===== src/rtl/dmem_arbiter_pkg.sv =====
// dmem_arbiter_pkg: port indices, FSM encoding and defaults shared by the data-memory arbiter
package dmem_arbiter_pkg;
  localparam logic PORT_CPU = 1'b0;
  localparam logic PORT_AUX = 1'b1;
  localparam logic [1:0] ST_IDLE = 2'd0;
  localparam logic [1:0] ST_OWN0 = 2'd1;
  localparam logic [1:0] ST_OWN1 = 2'd2;
  localparam int DEF_MAX_LOCK = 15;
endpackage


===== src/rtl/dmem_arb_pick.sv =====
// dmem_arb_pick: grant selection; round-robin ties when DMEM_ARB_RR_EN is defined, else port 0 wins
module dmem_arb_pick
  import dmem_arbiter_pkg::*;
(
  input  logic [1:0] req_i,
  input  logic [1:0] state_i,
  input  logic       last_i,
  input  logic       handoff_i,
  output logic [1:0] gnt_o
);
  logic pref;
`ifdef DMEM_ARB_RR_EN
  assign pref = ~last_i;
`else
  // after a forced release the previous owner yields one tie
  assign pref = handoff_i & ~last_i;
`endif
  always_comb
    gnt_o = state_i == ST_OWN0 ? {1'b0, req_i[PORT_CPU]}
          : state_i == ST_OWN1 ? {req_i[PORT_AUX], 1'b0}
          : &req_i ? (pref ? 2'b10 : 2'b01) : req_i;
endmodule


===== src/rtl/dmem_arbiter.sv =====
// dmem_arbiter: two-port data-memory arbiter with lock ownership and forced release.
// Define DMEM_ARB_RR_EN for round-robin tie-breaking; default is fixed priority.
module dmem_arbiter
  import dmem_arbiter_pkg::*;
#(
  parameter int ADDR_W   = 32,
  parameter int DATA_W   = 32,
  parameter int MAX_LOCK = DEF_MAX_LOCK
) (
  input  logic              clk,
  input  logic              reset,
  input  logic              req0,
  input  logic              req1,
  input  logic              we0,
  input  logic              we1,
  input  logic              lock0,
  input  logic              lock1,
  input  logic [ADDR_W-1:0] addr0,
  input  logic [ADDR_W-1:0] addr1,
  input  logic [DATA_W-1:0] wdata0,
  input  logic [DATA_W-1:0] wdata1,
  output logic              gnt0,
  output logic              gnt1,
  output logic              rvalid0,
  output logic              rvalid1,
  output logic [DATA_W-1:0] rdata0,
  output logic [DATA_W-1:0] rdata1,
  output logic [ADDR_W-1:0] mem_addr,
  output logic [DATA_W-1:0] mem_wdata,
  output logic              mem_read,
  output logic              mem_write,
  input  logic [DATA_W-1:0] mem_rdata
);
  localparam logic [7:0] MAX = 8'(MAX_LOCK);
  logic [1:0] state_q, state_d, pick, gnt, rvalid_q;
  logic [7:0] cnt_q, cnt_d;
  logic [8:0] cnt_inc;
  logic last_q, last_d, hand_q, hand_d;
  logic we_sel, lock_sel, own, lock_own, sat;
  logic [DATA_W-1:0] rdata0_q, rdata1_q;
  dmem_arb_pick u_pick (
    .req_i    ({req1, req0}),
    .state_i  (state_q),
    .last_i   (last_q),
    .handoff_i(hand_q),
    .gnt_o    (pick)
  );
  assign gnt       = reset ? 2'b00 : pick;
  assign gnt0      = gnt[PORT_CPU];
  assign gnt1      = gnt[PORT_AUX];
  assign mem_addr  = gnt1 ? addr1 : addr0;
  assign mem_wdata = gnt1 ? wdata1 : wdata0;
  assign we_sel    = gnt1 ? we1 : we0;
  assign lock_sel  = gnt1 ? lock1 : lock0;
  assign mem_read  = |gnt & ~we_sel;
  assign mem_write = |gnt & we_sel;
  assign own       = state_q == ST_OWN1;
  assign lock_own  = own ? lock1 : lock0;
  assign cnt_inc   = {1'b0, cnt_q} + 9'd1;
  assign sat       = cnt_inc >= {1'b0, MAX};
  assign rvalid0   = rvalid_q[0];
  assign rvalid1   = rvalid_q[1];
  assign rdata0    = rdata0_q;
  assign rdata1    = rdata1_q;
  always_comb begin
    state_d = state_q;
    cnt_d   = cnt_q;
    last_d  = last_q;
    hand_d  = |gnt ? 1'b0 : hand_q;
`ifdef DMEM_ARB_RR_EN
    last_d  = |gnt ? gnt1 : last_q;
`endif
    if (state_q == ST_IDLE) begin
      if (|gnt && lock_sel) begin
        state_d = gnt1 ? ST_OWN1 : ST_OWN0;
        cnt_d   = '0;
      end
    end else begin
      cnt_d = sat ? MAX : cnt_inc[7:0];
      if (!lock_own) state_d = ST_IDLE;
      else if (sat) begin
        state_d = ST_IDLE;
        last_d  = own;
        hand_d  = 1'b1;
      end
    end
  end
  always_ff @(posedge clk)
    if (reset) begin
      state_q  <= ST_IDLE;
      cnt_q    <= '0;
      last_q   <= 1'b1;
      hand_q   <= 1'b0;
      rvalid_q <= '0;
      rdata0_q <= '0;
      rdata1_q <= '0;
    end else begin
      state_q  <= state_d;
      cnt_q    <= cnt_d;
      last_q   <= last_d;
      hand_q   <= hand_d;
      rvalid_q <= gnt & {~we1, ~we0};
      if (gnt0 && !we0) rdata0_q <= mem_rdata;
      if (gnt1 && !we1) rdata1_q <= mem_rdata;
    end
endmodule


===== config.mk =====
export PLATFORM = sky130hd
export DESIGN_NAME = dmem_arbiter
export DESIGN_NICKNAME = d
export VERILOG_FILES = /design/src/rtl/dmem_arbiter_pkg.sv /design/src/rtl/dmem_arb_pick.sv /design/src/rtl/dmem_arbiter.sv
export SDC_FILE = /design/constraint.sdc
export NUM_CORES = 1
export LEC_CHECK = 0
export BUFFER_PORTS_ARGS = -buffer_cell sky130_fd_sc_hd__buf_4
export CELL_PAD_IN_SITES_DETAIL_PLACEMENT = 2
export CELL_PAD_IN_SITES_GLOBAL_PLACEMENT = 2
export CORE_ASPECT_RATIO = 0.9
export CORE_UTILIZATION = 20
export CTS_CLUSTER_SIZE = 30
export DETAILED_ROUTE_END_ITERATION = 10
export GPL_TIMING_DRIVEN = 0
export PLACE_DENSITY_LB_ADDON = 0.12
export RECOVER_POWER = 25
export SLEW_MARGIN = 20
export SYNTH_ARGS = -nofsm -noshare
export SYNTH_HDL_FRONTEND = slang
export SYNTH_SLANG_ARGS = --single-unit

===== constraint.sdc =====
create_clock -name clk -period 4.25 [get_ports clk]
set_input_delay 1.0625 -clock clk [delete_from_list [all_inputs] [get_ports clk]]
set_output_delay 1.0625 -clock clk [all_outputs]
set_load 0.01 [all_outputs]

Word level (Yosys, flattened, before mapping)
Index checks and enable logic that the tools add are counted.
Word-level totals
  logic and storage cells: 54
  bits in registers: 78
  bits of input ports: 168
  output and inout bits: 134
Operators by class
  reductions and logical operators: 10
  order comparisons: 1
  bitwise gates (word level): 9
  mux-type cells: 22
  $add $sub $neg: 1
  equality and inequality tests: 4
Operator list (number)
  $mux W32: 2
  $mux W8: 3
  $mux W2: 10
  $add A8 B1 Y9 const B: 1
  $ge A9 B4 Y1 const B: 1
  $mux W1: 7
  $not A1 Y1: 5
  $reduce_and A2 Y1: 2
  $and A1 B1 Y1: 3
  $logic_and A1 B1 Y1: 3
  $ne A3 B1 Y1 const B: 1
  $reduce_and A3 Y1: 1
  $and A2 B2 Y2: 1
  $eq A2 B1 Y1 const B: 1
  $eq A2 B2 Y1 const B: 1
  $logic_not A1 Y1: 2
  $logic_not A2 Y1: 1
  $ne A2 B1 Y1 const B: 1
  $reduce_or A2 Y1: 1

Depth between registers and ports, before layout
  depth in word-level cells: 12
  gate-level depth with buffers: 8
  mapped depth without buffers: 7

Hierarchy
A second synthesis with hierarchy kept.
Unflattened totals
  cell total of the unflattened synthesis: 441
  area total of the unflattened synthesis: 3907.5 sq um
By module, submodules not included
  dmem_arbiter: times used 1, seq. area each 1561.5 sq um, cells an instance 433, area an instance 3856.2 sq um
  dmem_arb_pick: times used 1, seq. area each 0.0 sq um, cells an instance 8, area an instance 51.3 sq um

Worst setup path before layout
Ideal clock, no wire load.
  path kind: input-to-output
  start point: input req0
  end point: output mem_addr[13]
  required time: 3188 ps
  arrival: 2115 ps
  path buffers: 2
  stages on the path: 7
  path slack: 1073 ps
  cell sequence: o221ai_2 > nand4b_4 > inv_1 > clkbuf_1 > buf_1 > nand2_1 > nand2_1
On the way
  cells in the longest elaborated chain, start to end: 6
RTL lines
  start: declaration: RTL line dmem_arbiter.sv:12  | input logic req0,
  $reduce_and A2 Y1: RTL line dmem_arb_pick.sv:21  | : &req_i ? (pref ? 2'b10 : 2'b01) : req_i;
  $mux W2: RTL line dmem_arb_pick.sv:21
  $mux W2: RTL line dmem_arb_pick.sv:20  | : state_i == ST_OWN1 ? {req_i[PORT_AUX], 1'b0}
  $mux W2: RTL line dmem_arb_pick.sv:19  | gnt_o = state_i == ST_OWN0 ? {1'b0, req_i[PORT_CPU]}
  $mux W2: RTL line dmem_arbiter.sv:48  | assign gnt = reset ? 2'b00 : pick;
  $mux W32: RTL line dmem_arbiter.sv:51  | assign mem_addr = gnt1 ? addr1 : addr0;
  end: declaration: RTL line dmem_arbiter.sv:28  | output logic [ADDR_W-1:0] mem_addr,
No other way between the ends.

Final worst setup path
  start point: input req0
  end point: output mem_addr[14]
Same word-level chain as after synthesis.

==> flow_summary.yaml <==
status:
  outcome: "complete, no violations"
global_route:
  antenna_found_initial: 1
  grt_pass1_vias: 5229
  grt_pass1_wl_um: 29240
  grt_max_degree: 14
  grt_overflow: 0
  gr-usage-all-layers_pct: 18.76
critical_path:
  crit_required_ns: 3.19
  cp-end-kind: "output pin"
  cpMaxStageDelayCell: "buf_1"
  start_kind: "primary input"
  reg2reg_depth: 8
  crit_fanout: 10
  critPathArrivalTime_ns: 2.91
  slowest_delay_ns: 0.50
  crit_path_cell_trace: "buf_4 > o221ai_2 > nand4b_4 > inv_1 > clkbuf_1 > buf_1 > nand2_1 > nand2_1 > buf_4"
  crit_type: "in -> out"
synthesis:
  synth_area_um2: 3910
  async_flop_share_pct: 0
  avgSynthCellArea_um2: 6.860
  synthAdderAreaFrac_pct: 0.8960
  yosysTopAreaCellShare_pct: 39.94
  syn_inst: 570
  yosysMostFrequentCell: "nand2_1"
  synth_compound_area_share_pct: 13.60
  synthTopCellsByArea: "dfxtp_1, nand2_1, nand2b_1"
  syn-num-nets: 740
  synthDistinctLibCells: 41
  synthSimpleGateAreaFrac_pct: 39.97
  synth_commonest_cells: "nand2_1, dfxtp_1, nand2b_1"
  ys_seq_area_share_pct: 39.94
  synth_xor_xnor_area_share_pct: 0.4480
  synthDominantAreaCellType: "dfxtp_1"
  ys_seq_elements: 78
  synth-edff-count: 0
  ys.flop_type: "dfxtp_1"
  synth_top_family_by_area: "simple AND/OR/NAND/NOR gates"
  synthesis.yosys.warnings: 0
  synthMuxAreaShare_pct: 0.9280
clock_tree:
  clk_path_buf_depth: 2
  clk_pin_slew_ns: 0.06
  htree_num_levels: 3
  cts_buffers: 9
  hold_buffers: 0
  cts-root-buf: "clkbuf_16"
  clock_sinks: 78
  worstSkewPairLatency_ns: 0.34
  cts_tree: "done"
  cts_setup_buffers: 0
  cts_resized: 0
placement:
  globalplace.congestion: 0.7554
  port_buffers: 301
  hpwl_um: 16540
  dp_slack_ns: 0.2000
  place_area_um2: 6482
sta:
  grt_setup_unrepaired: "no"
  hold_slack_ns: 0.4705
  tns_ns: 0
  fmax_mhz: 252.0
  finalCritPeriodShare_pct: 93.37
  setup-violations-final: 0
  fin_crit_ns: 3.968
  hold_violations: 0
  worst_slack_ns: 0.2818
  tightestPinTransition_ns: 0.6373
  slew_violations: 0
  clock_skew_ns: 0.007764
  slew-limit-headroom_pct: 57.52
detailed_routing:
  via_count: 4917
  drc: 0
  drtPass1Iterations: 4
  viasPerCell: 4.321
  drt-initial-drc-count: 151
  wire_per_inst_um: 17.35
  totalWireLength_um: 19740
  ant_nets: 0
floorplan:
  dieArea_um2: 20110
  num_rows: 48
  start_util_pct: 20.41
  ios: 302
  design.core.area_um2: 19160
  die_w_um: 149.4
  die_y_um: 134.6
finish:
  num-fill-cells: 2328
  drive_gt1_share_pct: 30.44
  area_delta_synth_final_pct: 68.83
  final_area_um2: 6601
  final_nets: 1052
power_and_ir_drop:
  internal-power_uw: 1510
  peakVddDrop_v: 0.0001724
  switching_share_pct: 26.72
  p_clk_share_pct: 40.0
  pwr-share-seq_pct: 37.9
  finalPower_uw: 2061
  switching_power_uw: 550.8
  p_per_area_nw_per_um2: 312.2
  p_comb_share_pct: 22.1
  power.leakage_uw: 0.003096
min_path:
  holdPathStages: 2
  hold_class: "reg -> reg"
job:
  max_cap_violations: 0
sequential cells by signal, summed over array words and instances, names as in the netlist:
signal,flops
last_q,1
rdata1,32
state_q,2
hand_q,1
rdata0,32
rvalid_q,2
cnt_q,8
worst max-delay path: cells and delay by family:
kind	cells	cell delay, ns
buffers and inverters	5	1.34
AO/OA/AOI/OAI	1	0.08
AND/OR/NAND/NOR	3	0.41
final timing paths:
| path | startpoint | to | slack [ns] |
|---|---|---|---|
| max | req0 | mem_addr[14] | 0.28 |
| min | rdata0[25]$_SDFFE_PP0P_ | rdata0[25]$_SDFFE_PP0P_ | 0.47 |
| max reg2reg | state_q[0]$_SDFFE_PP0P_ | rdata1[18]$_SDFFE_PP0P_ | 1.77 |
| min reg2reg | rdata0[25]$_SDFFE_PP0P_ | rdata0[25]$_SDFFE_PP0P_ | 0.47 |
power by group through the flow:
stage	logic [uW]	registers [uW]	clock network (uW)
CTS	483	783	849
floorplan	159	808	0
detailed placement	482	798	0
global placement	467	796	0
global route	498	785	884
finish	456	781	824
per-layer routing:
layer | vias to the layer above | share of wire, % | global-route usage (%)
met1 | 2305 | 40 | 21.09
met5 | - | 0 | 0
met2 | 158 | 52 | 35.39
li1 | 2434 | - | -
met4 | 0 | 1.7 | 5.329
met3 | 20 | 5.9 | 3.682
metrics by stage:
step           utilization [%]  cells
6_report                 34.46   1138
4_1_cts                  35.48   1137
3_3_place_gp             33.84   1121
2_1_floorplan                -    570
3_5_place_dp             33.84   1121
5_1_grt                  34.46   1138
cells by family (layout without fill, tap and decap cells):
kind of cell	Yosys count	after routing
other cells	0	1
buf+inv	44	361
simple gates	353	353
xor+xnor	2	2
compound gates	87	87
mux	3	3
flops	78	78
fa+ha+maj	3	3
area by class of cell:
class / instances / area [um^2] / share of cell area (%)
plain buffers: 38 / 142.6 / 2.161
well taps: 250 / 312.8 / 4.738
repair buffers: 301 / 2061 / 31.22
clock buffers: 10 / 229.0 / 3.469
clock inverters: 6 / 86.33 / 1.308
flip-flops and latches: 78 / 1562 / 23.65
inverters: 6 / 22.52 / 0.3412
diodes: 1 / 2.502 / 0.03791
multi-input cells: 448 / 2183 / 33.07
layout by cell type (no fill, tap or decap), types with 2 or more instances in the layout:
cell,netlist,layout
clkbuf_1,36,90
ha_1,2,2
xnor2_1,2,2
a21bo_1,2,2
nand2b_1,65,65
nor2_1,8,8
nand2_1,257,257
a21oi_1,3,3
o21ai_1,7,7
a311o_1,2,2
and3_1,2,2
dfxtp_1,78,78
o21ai_0,61,61
inv_1,5,5
and2_1,5,5
buf_4,0,248
nand3_1,4,4
clkbuf_16,0,9
bufinv_16,0,2
nor2b_1,3,3
clkinv_2,0,2
a32o_1,2,2
buf_1,2,2
nor3b_1,2,2
nand4_1,2,2
Power figures use the tool's default switching activity.
